**src/rtl/mmio_sink.sv**
```systemverilog
// MMIO write sink: captures core MMIO writes into a FIFO drained over a valid/ready stream and
// halts once a write to StopAddr has been drained. Optional drop counter: MMIO_SINK_DROP_CNT_EN.
module mmio_sink #(
  parameter int unsigned              MMIOAddrWidth = 31,
  parameter int unsigned              DataWidth     = 64,
  parameter int unsigned              Depth         = 8,
  parameter logic [MMIOAddrWidth-1:0] StopAddr      = '0
) (
  input  logic                     clk_i,
  input  logic                     rst_ni,
  input  logic                     mmio_req_i,
  input  logic [MMIOAddrWidth-1:0] mmio_addr_i,
  input  logic [DataWidth-1:0]     mmio_wdata_i,
  input  logic [DataWidth/8-1:0]   mmio_strb_i,
  input  logic                     mmio_we_i,
  output logic [DataWidth-1:0]     mmio_rdata_o,
  output logic                     out_valid_o,
  input  logic                     out_ready_i,
  output logic [MMIOAddrWidth-1:0] out_addr_o,
  output logic [DataWidth-1:0]     out_data_o,
  output logic [DataWidth/8-1:0]   out_strb_o,
  output logic                     halted_o,
  output logic                     overflow_o,
  output logic [31:0]              wr_cnt_o,
  output logic [15:0]              drop_cnt_o
);

  localparam int unsigned StrbWidth = DataWidth / 8;
  localparam int unsigned IdxW      = $clog2(Depth);
  localparam int unsigned PtrW      = IdxW + 1;
  localparam int unsigned EntryW    = MMIOAddrWidth + DataWidth + StrbWidth;

  typedef enum logic [1:0] {StRun, StDrain, StHalted} state_e;

  state_e                 state_q, state_d;
  logic                   halted_q, halted_d;
  logic                   overflow_q, overflow_d;
  logic [31:0]            wr_cnt_q, wr_cnt_d;
  logic [DataWidth-1:0]   rdata_q, rdata_d;
  logic [PtrW-1:0]        wptr_q, wptr_d, rptr_q, rptr_d;
  logic [EntryW-1:0]      mem_q [Depth];
  logic [EntryW-1:0]      head;
  logic [63:0]            status;

  logic empty, full, offered, rd_req, pop, push, drop;

  // Extra pointer MSB tells a full FIFO from an empty one when the index bits match.
  assign empty   = (wptr_q == rptr_q);
  assign full    = (wptr_q[PtrW-1] != rptr_q[PtrW-1]) &&
                   (wptr_q[IdxW-1:0] == rptr_q[IdxW-1:0]);
  assign offered = mmio_req_i && mmio_we_i;
  assign rd_req  = mmio_req_i && !mmio_we_i;
  assign pop     = !empty && out_ready_i;
  assign status  = {halted_q, overflow_q, 30'b0, wr_cnt_q};

  always_comb begin
    push       = 1'b0;
    drop       = 1'b0;
    state_d    = state_q;
    if (state_q == StRun && offered) begin
      // A pop in the same cycle frees the slot the write lands in.
      push = !full || pop;
      drop = full && !pop;
    end
    case (state_q)
      StRun:    if (offered && mmio_addr_i == StopAddr) state_d = StDrain;
      StDrain:  if (empty && !push) state_d = StHalted;
      StHalted: state_d = StHalted;
      default:  state_d = StRun;
    endcase
    halted_d   = (state_d == StHalted);
    wptr_d     = wptr_q + PtrW'(push);
    rptr_d     = rptr_q + PtrW'(pop);
    wr_cnt_d   = wr_cnt_q + 32'(push);
    overflow_d = overflow_q | drop;
    rdata_d    = rd_req ? DataWidth'(status) : rdata_q;
  end

  always_ff @(posedge clk_i or negedge rst_ni) begin
    if (!rst_ni) begin
      state_q    <= StRun;
      halted_q   <= 1'b0;
      overflow_q <= 1'b0;
      wr_cnt_q   <= '0;
      rdata_q    <= '0;
      wptr_q     <= '0;
      rptr_q     <= '0;
    end else begin
      state_q    <= state_d;
      halted_q   <= halted_d;
      overflow_q <= overflow_d;
      wr_cnt_q   <= wr_cnt_d;
      rdata_q    <= rdata_d;
      wptr_q     <= wptr_d;
      rptr_q     <= rptr_d;
    end
  end

  // Storage needs no reset: pointers alone define which entries are live.
  always_ff @(posedge clk_i) begin
    if (push) mem_q[wptr_q[IdxW-1:0]] <= {mmio_addr_i, mmio_wdata_i, mmio_strb_i};
  end

  assign head         = mem_q[rptr_q[IdxW-1:0]];
  assign out_valid_o  = !empty;
  assign out_addr_o   = head[EntryW-1 -: MMIOAddrWidth];
  assign out_data_o   = head[StrbWidth +: DataWidth];
  assign out_strb_o   = head[StrbWidth-1:0];
  assign halted_o     = halted_q;
  assign overflow_o   = overflow_q;
  assign wr_cnt_o     = wr_cnt_q;
  assign mmio_rdata_o = rdata_q;

`ifdef MMIO_SINK_DROP_CNT_EN
  logic [15:0] drop_cnt_q, drop_cnt_d;

  assign drop_cnt_d = (drop && drop_cnt_q != 16'hFFFF) ? drop_cnt_q + 16'd1 : drop_cnt_q;

  always_ff @(posedge clk_i or negedge rst_ni) begin
    if (!rst_ni) drop_cnt_q <= '0;
    else         drop_cnt_q <= drop_cnt_d;
  end

  assign drop_cnt_o = drop_cnt_q;
`else
  assign drop_cnt_o = '0;
`endif

endmodule

```
**config.mk**
```make
export PLATFORM = sky130hd
export DESIGN_NAME = mmio_sink
export DESIGN_NICKNAME = d
export VERILOG_FILES = /design/src/rtl/mmio_sink.sv
export SDC_FILE = /design/constraint.sdc
export NUM_CORES = 1
export LEC_CHECK = 0
export CAP_MARGIN = 20
export CORE_ASPECT_RATIO = 2
export CORE_MARGIN = 1.5
export CORE_UTILIZATION = 52
export CTS_CLUSTER_DIAMETER = 50
export DETAILED_ROUTE_END_ITERATION = 8
export PLACE_DENSITY = 0.83
export SKIP_LAST_GASP = 1
export SLEW_MARGIN = 15
export SYNTH_ARGS = -nofsm -noshare
export SYNTH_HDL_FRONTEND = slang
export SYNTH_SLANG_ARGS = --single-unit
```
**constraint.sdc**
```tcl
create_clock -name clk_i -period 9 [get_ports clk_i]
set_clock_uncertainty 0.15 [all_clocks]
set_input_delay 1.8 -clock clk_i [delete_from_list [all_inputs] [get_ports clk_i]]
set_output_delay 1.8 -clock clk_i [all_outputs]
set_load 0.01 [all_outputs]
```
==> impl_metrics.yaml, run 1 <==
grt:
  grt_util_met3: 0.04571
  grt_pass1_vias: 17210
  grt_use_met2: 0.3877
  grt_start_max_net_pins: 140
  use_met1: 0.2522
  grt_pass1_wl_um: 106700
  busiest_layer: "met2"
  grt_remaining_overflow: 0
  grt_use_total: 0.2147
  antenna_found_initial: 5
clock_network:
  clock_sinks: 902
  h-tree-depth: 3
  cts-root-buf: "clkbuf_16"
  cts_tree: "done"
  clock_latency_ns: 0.62
  clkTransAtPathRegs_ns: 0.06
  cts_hold_buf: 0
  clk_path_buf_depth: 3
  post_cts_buffers: 0
  cts_resized: 0
  cts_buffers: 77
pwr:
  power_mw: 11.51
  ir_drop_mv: 0.2789
  power_density_mw_per_mm2: 281.7
  total_leakage_power_nw: 13.30
die:
  initial_utilization: 0.5248
  std_cell_rows: 133
  core_mm2: 0.06573
  dieHeight_um: 367.2
  io_pins: 326
  die-width_um: 185.1
  dieArea_mm2: 0.06798
critical_path:
  cp_data_required_time_ns: 7.05
  crit_slowest_cell: "dfrtp_4"
  worstSetupPathType: "register to output pin"
  cp-end-kind: "output pin"
  arrival_ns: 3.95
  slowest_delay_ns: 1.10
  crit_chain: "buf_12 -> mux4_2 -> mux2_2 -> clkdlybuf4s50_1"
  crit_path_start_kind: "register"
  path_max_fanout: 139
synthesis:
  synthSimpleGateAreaFrac: 0.01487
  async_flop_share: 0.08647
  syn_avg_cell_area_um2: 23.07
  yosysSeqAreaShare: 0.7739
  ys_types: 36
  synth_top_family_by_area: "multiplexers"
  synth_flop_cell: "edfxtp_1"
  syn_area_mm2: 0.03449
  synthCells: 1495
  synth-seq-cells: 902
  ys_warn_count: 0
  synth_compound_area_frac: 0.001669
  synth_edf_count: 824
  synthAdderAreaFrac: 0.002176
  synthMuxAreaShare: 0.1792
  synth_xor_area_frac: 0.009867
cells_and_area:
  fin_nets: 1918
  synthToLayoutAreaGrowth_pct: 18.49
  fillCellCount: 4348
  layout-drive-gt1-share: 0.2677
flow_run:
  maxCapViolCount: 0
routing:
  wl_per_cell_um: 25.86
  drc: 0
  routed_wl_um: 71040
  ant_nets: 0
  first_iter_violations: 1309
  via_count: 15950
  drt-vias-per-instance: 5.806
  firstDrtPassIters: 5
timing:
  hold_viol_final: 0
  drv_slew: 0
  rsz0062_at_grt: "no"
  tns_ns: 0
  finalSetupViolations: 0
  fmax_ghz: 0.1694
  period_minus_slack_ns: 5.904
  fin_crit_sh: 0.6560
  max-slew-margin-rel: 0.2323
  worst_slew_pin_slew_ns: 1.152
run_status:
  outcome: "finished clean"
place:
  io_buffer_count: 279
  place_hpwl_um: 38270
  gp_congestion: 0.7647
worst_hold_path:
  hp-class: "register to register"
-- sequential cells by signal, summed over array words and instances (netlist names) --
name	count
mem_q	824
mmio_rdata_o	34
wr_cnt_o	32
rptr_q	4
wptr_q	4
state_q	2
halted_o	1
overflow_o	1
-- stage by stage --
step	hold WS, ns	cell area [µm²]	worst slack (ns)	instances	util
6_report	0.3460	40870	3.096	2747	0.6218
5_1_grt	0.3614	40870	3.059	2747	0.6218
4_1_cts	0.3450	40870	3.089	2745	0.6217
3_5_place_dp	0.3339	38260	3.781	2602	0.5820
3_3_place_gp	0.3342	38260	3.876	2602	0.5820
2_1_floorplan	0.3158	34670	1.716	1540	-
-- layout by cell type (no fill, tap or decap), drive strengths merged, types with 2 or more instances in the layout --
cell,instances
mux2,137
o21ai,2
edfxtp,824
diode,2
nand2,12
conb,46
clkbuf,99
xnor2,26
nand4,11
and4,3
bufinv,6
inv,10
nor2,11
buf,16
o311ai,2
nand2b,5
nor3,7
ha,6
or3,3
xor2,12
clkinvlp,3
clkdlybuf4s50,278
dfrtp,78
mux4,206
and3,3
clkinv,27
and2,2
nor4,11
nand3,16
-- cell type report --
class / count / area [µm²] / share of cell area
multi-input cells: 527 / 7408 / 0.1813
flip-flops and latches: 902 / 26710 / 0.6534
inverters: 2 / 7.507 / 0.0001837
clock buffers: 99 / 2133 / 0.05220
clock inverters: 44 / 475.5 / 0.01163
diodes: 2 / 5.005 / 0.0001225
well taps: 877 / 1097 / 0.02685
repair buffers: 294 / 3038 / 0.07433
-- Yosys cell counts (2+ instances only) --
library cell	instances	area, µm²
nor3_1	7	35.03
clkbuf_1	28	105.1
nor2_1	11	41.29
nand3_1	16	80.08
o311ai_2	2	32.53
buf_4	47	352.8
nand4_1	10	62.56
inv_1	2	7.510
o21ai_0	2	10.01
and2_1	2	12.51
nor4_1	10	62.56
and4_1	3	26.28
xor2_1	12	105.1
buf_1	8	30.03
buf_2	26	130.1
dfrtp_1	78	1952
edfxtp_1	824	24740
nand2_1	12	45.04
mux2_2	137	1543
mux4_2	206	4639
nand2b_1	5	31.28
or3_1	2	12.51
ha_1	6	75.07
xnor2_1	25	219.0
and3_1	3	18.77
-- worst paths after layout --
check	startpoint	end	slack (ns)	cells past startpoint
worst max register to register	rptr_q[1]	wr_cnt_o[28]	4.34	11
worst min register to register	wptr_q[3]	wptr_q[3]	0.35	1
min in group asynchronous	rst_ni	mmio_rdata_o[30]	1.26	2
max in group asynchronous	rst_ni	rptr_q[0]	6.67	2
worst min-delay path	wptr_q[3]	wptr_q[3]	0.35	1
worst max-delay path	rptr_q[1]	out_data_o[50]	3.10	4
-- logic make-up (layout without fill, tap and decap cells) --
| family | after synthesis | after routing |
|---|---|---|
| flops | 902 | 902 |
| mux | 343 | 343 |
| buf+inv | 111 | 439 |
| simple gates | 88 | 88 |
| xor+xnor | 38 | 38 |
| fa+ha+maj | 6 | 6 |
| compound gates | 6 | 6 |
| other cells | 1 | 48 |
-- where the power goes --
part	leakage, nW	internal [mW]	switching, mW	total [mW]
sequential	8.46	4.69	0.217	4.91
combinational	3.57	1.86	1.37	3.23
clock	1.27	1.88	1.49	3.38
-- critical path, delay by kind of cell (launching register included) --
kind,cells,cell delay (ns)
flip-flops,1,1.10
buffers and inverters,2,1.04
multiplexers,2,0.72
-- per-layer routing --
metal  part of all wire  up-vias
met4              0.025        6
met2               0.54      593
li1                   -     6753
met5            0.00042        -
met3              0.066      107
met1               0.36     8491
Power figures use the tool's default switching activity.
==> inputs of run 2 (changes only) <==
Clock period 9 ns to 4.8 ns, I/O delays scaled along.
==> run 2 against run 1 <==
  * Core utilization up 0.63 points
  * Hold slack better by 0.0050 ns
  * Power up 88%
  * Wire length is 1.8% higher
  * Sequential power is 85% higher
  * Critical path depth up 1
  * Sequential share of layout area decreased by 0.65 points
  * Count of clock-buffer cells in the layout shrank 6
  * First-iteration DRC count fell by 11%
  * Largest power group unchanged
==> impl_metrics.yaml, run 2 (same netlist as run 1, synthesis figures left out) <==
cells_and_area:
  layout_common_cells: "edfxtp_1 (824), clkdlybuf4s50_1 (278), mux4_2 (206)"
  layout-drive-gt1-share: 0.2773
  fillCellCount: 4268
  largest_reg_flops: 824
  design_area_mm2: 0.04128
  seqCellArea_mm2: 0.02671
  multi_input_area_mm2: 0.007408
  synthToLayoutAreaGrowth_pct: 19.69
  utilization: 0.6281
  layout_commonest_cell: "edfxtp_1"
  fin_nets: 1948
  final_cells: 2773
grt:
  grt_remaining_overflow: 0
  antenna_found_initial: 8
  grt_start_max_net_pins: 87
  grt_pass1_vias: 17200
  grt_pass1_wl_um: 108300
  grt_use_total: 0.2205
timing:
  fmax_ghz: 0.2311
  setup_slack_ns: 0.4734
  max-slew-margin-rel: 0.3653
  hold_viol_final: 0
  fin_crit_sh: 0.9014
  rsz0062_at_grt: "no"
  worst_slew_pin_slew_ns: 0.9520
  finalSetupViolations: 0
  drv_slew: 0
  period_minus_slack_ns: 4.327
critical_path:
  arrival_ns: 3.22
  cp-end-kind: "output pin"
  path_max_fanout: 17
  critPathTopFamily: "buffers and inverters"
  cp_data_required_time_ns: 3.69
  worstSetupPathType: "register to output pin"
  crit_path_start_kind: "register"
  slowest_delay_ns: 0.66
  crit_chain: "buf_12 -> buf_4 -> mux4_2 -> mux2_2 -> clkdlybuf4s50_1"
  crit_slowest_cell: "dfrtp_4"
  cp.buffers_inverters: 3
clock_network:
  cts_tree: "done"
  clkTransAtPathRegs_ns: 0.07
  h-tree-depth: 3
  clock_latency_ns: 0.65
  clock_sinks: 902
  cts-root-buf: "clkbuf_16"
  post_cts_buffers: 0
  cts_buffers: 75
  cts_resized: 0
  cts_hold_buf: 0
  clk_path_buf_depth: 3
run_status:
  outcome: "finished clean"
place:
  place_hpwl_um: 42410
  gp_congestion: 0.8062
  io_buffer_count: 279
  dpl_worst_slack_ns: 0.9610
  dpl_cell_area_mm2: 0.03874
  post-place-cells: 2634
pwr:
  p_sw_frac: 0.2664
  p_sw_mw: 5.777
  pwr-share-clk: 0.290
  internal_power_mw: 15.91
  power_density_mw_per_mm2: 525.3
  ir_drop_mv: 0.4786
  total_leakage_power_nw: 13.51
  p_seq_frac: 0.418
  p_comb_frac: 0.292
routing:
  routed_wl_um: 72320
  firstDrtPassIters: 5
  via_count: 16040
  first_iter_violations: 1159
  wl_per_cell_um: 26.08
  drt-vias-per-instance: 5.784
  drc: 0
  ant_nets: 0
die:
  dieHeight_um: 367.2
  initial_utilization: 0.5248
  io_pins: 326
  die-width_um: 185.1
  std_cell_rows: 133
  core_mm2: 0.06573
  dieArea_mm2: 0.06798
worst_hold_path:
  hp-class: "register to register"
flow_run:
  maxCapViolCount: 0
==> run 2: cell count changes in the layout (fill, tap and decap cells not counted), sizes merged <==
cell and delta:
buf +32, bufinv +3, clkbuf -6, clkinv -3
clkinvlp -1, diode +1
==> run 2: layout make-up <==
type	instances	share of cell area
Inverter	2	0.0001818
Antenna cell	3	0.0001818
Clock buffer	93	0.04946
Multi-Input combinational cell	527	0.1794
Sequential cell	902	0.6469
Timing Repair Buffer	326	0.08516
Clock inverter	43	0.01209
Tap cell	877	0.02658
==> run 2: path summary, 6_finish.rpt <==
path	from	endpoint	slack (ns)	cells after the start
min in group asynchronous	rst_ni	mmio_rdata_o[19]	0.38	2
worst min register to register	wptr_q[3]	wptr_q[3]	0.35	1
max in group asynchronous	rst_ni	rptr_q[0]	3.36	2
worst max-delay path	rptr_q[0]	out_strb_o[1]	0.47	5
worst min-delay path	wptr_q[3]	wptr_q[3]	0.35	1
worst max register to register	rptr_q[2]	wr_cnt_o[18]	1.55	10
==> run 2: worst reg2reg max path, delay by kind of cell, from the launching register on <==
family / cells / cell delay, ns
xor gates and xnor gates: 2 / 0.35
adders and majority gates: 2 / 0.44
buffers and inverters: 1 / 0.12
DFF: 1 / 0.73
and+or+nand+nor: 5 / 1.37
==> run 2: per-layer routing <==
metal,GRT usage,vias to the layer above,share of wire
met5,0,-,0.00084
met4,0.09193,10,0.029
met3,0.04522,121,0.068
met2,0.3869,646,0.54
met1,0.2628,8450,0.36
li1,-,6813,-
==> run 2: power by group through the flow <==
stage / Combinational, mW / Sequential, mW / Clock, mW
floorplan: 3.90 / 9.07 / 0
global placement: 6.30 / 9.22 / 0
detailed placement: 6.38 / 9.24 / 0
CTS: 6.45 / 9.07 / 6.40
global route: 6.71 / 9.09 / 6.67
finish: 6.33 / 9.06 / 6.30
==> run 2: per-stage QoR <==
step	hold WS (ns)	total power [mW]	TNS, ns
global placement	0.3349	15.51	0
global route	0.3739	22.46	0
CTS	0.3539	21.92	0
detailed placement	0.3421	15.62	0
finish	0.3510	21.69	0
floorplan	0.3158	12.97	-1269.51
==> inputs of run 3 (changes only) <==
Settings changed: CTS_CLUSTER_DIAMETER 50 to 120.
==> run 3 against run 2 <==
  * Clock power is essentially flat
  * Hold slack improved by 0.0014 ns
  * Flip-flop and latch count did not move
  * Highest routed layer unchanged
  * Cell area is essentially flat
  * Cell count barely moved
  * Largest cell class unchanged
  * Sequential share of layout area is essentially flat
  * Combinational power about the same
==> impl_metrics.yaml, run 3 (same netlist as run 1, synthesis figures left out) <==
clock_network:
  clock_sinks: 902
  cts_resized: 0
  cts_hold_buf: 0
  cts-root-buf: "clkbuf_16"
  cts_buffers: 75
  clock_latency_ns: 0.65
  post_cts_buffers: 0
  clk_path_buf_depth: 3
  h-tree-depth: 3
  clkTransAtPathRegs_ns: 0.07
  cts_tree: "done"
critical_path:
  crit_path_end: "out_data_o[31]"
  cp_data_required_time_ns: 3.69
  cp-end-kind: "output pin"
  rr_worst_depth: 10
  r2r_start: "rptr_q[2]"
  reg2reg_to: "wr_cnt_o[18]"
  r2r_slack_ns: 1.56
  path_max_fanout: 17
  crit_path_start_kind: "register"
  arrival_ns: 3.21
  crit_start: "rptr_q[0]"
  worstSetupPathType: "register to output pin"
grt:
  grt_use_met2: 0.3878
  grt_pass1_vias: 17170
  grt_util_met3: 0.04641
  grt_remaining_overflow: 0
  grt_pass1_wl_um: 108100
  busiest_layer: "met2"
  grt_use_total: 0.2199
  antenna_found_initial: 8
  grt_start_max_net_pins: 87
  use_met1: 0.2635
pwr:
  p_sw_frac: 0.2657
  total_leakage_power_nw: 13.50
  ir_drop_mv: 0.4782
  pwr-share-clk: 0.290
  internal_power_mw: 15.91
  p_sw_mw: 5.756
  p_seq_frac: 0.418
  p_comb_frac: 0.292
  power_density_mw_per_mm2: 524.9
place:
  place_hpwl_um: 42410
  dpl_worst_slack_ns: 0.9610
  gp_congestion: 0.8062
  io_buffer_count: 279
timing:
  setup_slack_ns: 0.4840
  worst_slew_pin_slew_ns: 0.9509
  finalSetupViolations: 0
  hold_viol_final: 0
  period_minus_slack_ns: 4.316
  fin_crit_sh: 0.8992
  fmax_ghz: 0.2317
  hold-worst-slack_ns: 0.3524
  tns_ns: 0
  rsz0062_at_grt: "no"
  max-slew-margin-rel: 0.3661
  drv_slew: 0
routing:
  first_iter_violations: 1238
  drc: 0
  routed_wl_um: 72190
  via_count: 16050
  drt-vias-per-instance: 5.789
  ant_nets: 0
  wl_per_cell_um: 26.04
  firstDrtPassIters: 5
die:
  dieArea_mm2: 0.06798
  core_mm2: 0.06573
  die-width_um: 185.1
  io_pins: 326
  dieHeight_um: 367.2
  std_cell_rows: 133
  initial_utilization: 0.5248
cells_and_area:
  fillCellCount: 4283
  layout-drive-gt1-share: 0.2780
  utilization: 0.6279
  layout_common_cells: "edfxtp_1 (824), clkdlybuf4s50_1 (278), mux4_2 (206)"
  fin_nets: 1948
  layout_commonest_cell: "edfxtp_1"
  synthToLayoutAreaGrowth_pct: 19.65
  largest_reg_flops: 824
run_status:
  outcome: "finished clean"
worst_hold_path:
  hp-class: "register to register"
flow_run:
  maxCapViolCount: 0
==> run 3: cell types whose count changed in the layout (fill, tap and decap cells not counted), sizes merged <==
| cell | previous run | this run |
|---|---|---|
| clkinv | 24 | 22 |
| inv | 10 | 11 |
==> run 3: per-layer routing <==
layer,share of wire,up-vias
met3,0.066,117
li1,-,6810
met1,0.37,8459
met4,0.025,10
met2,0.54,650
met5,0.00096,-
==> run 3: final cells by class <==
class / instances / area [µm²] / area share
Inverter: 2 / 7.507 / 0.0001819
Timing Repair Buffer: 326 / 3516 / 0.08519
Sequential cell: 902 / 26710 / 0.6471
Antenna cell: 3 / 7.507 / 0.0001819
Clock inverter: 42 / 486.7 / 0.01179
Multi-Input combinational cell: 527 / 7408 / 0.1795
Clock buffer: 93 / 2042 / 0.04948
Tap cell: 877 / 1097 / 0.02659
==> run 3: power groups by stage <==
stage	registers [mW]	logic (mW)	clock network, mW
final	9.06	6.32	6.28
after global routing	9.09	6.70	6.65
after CTS	9.07	6.45	6.39
after detailed placement	9.24	6.38	0
after global placement	9.22	6.30	0
after floorplan	9.07	3.90	0
==> run 3: how the worst min path moves through the flow <==
stage / cells past startpoint / slack (ns) / from / to
floorplan: 1 / 0.32 / rptr_q[3] / rptr_q[3]
global placement: 1 / 0.33 / wptr_q[3] / wptr_q[3]
detailed placement: 1 / 0.34 / mmio_rdata_o[23] / mmio_rdata_o[23]
CTS: 1 / 0.35 / wptr_q[3] / wptr_q[3]
global route: 1 / 0.37 / mmio_rdata_o[30] / mmio_rdata_o[30]
finish: 1 / 0.35 / wptr_q[3] / wptr_q[3]
==> run 3: stage by stage <==
step           std cells  instance area [µm²]  total power [mW]
3_3_place_gp        2634                38740             15.51
2_1_floorplan       1540                34670             12.97
5_1_grt             2772                41270             22.44
3_5_place_dp        2634                38740             15.62
4_1_cts             2769                41260             21.90
6_report            2772                41270             21.66
==> run 3: critical path: stages (launching register included) <==
cell and delay (ns):
dfrtp_4 0.66, buf_12 0.24, buf_4 0.30, mux4_2 0.54
mux2_2 0.29, clkdlybuf4s50_1 0.51
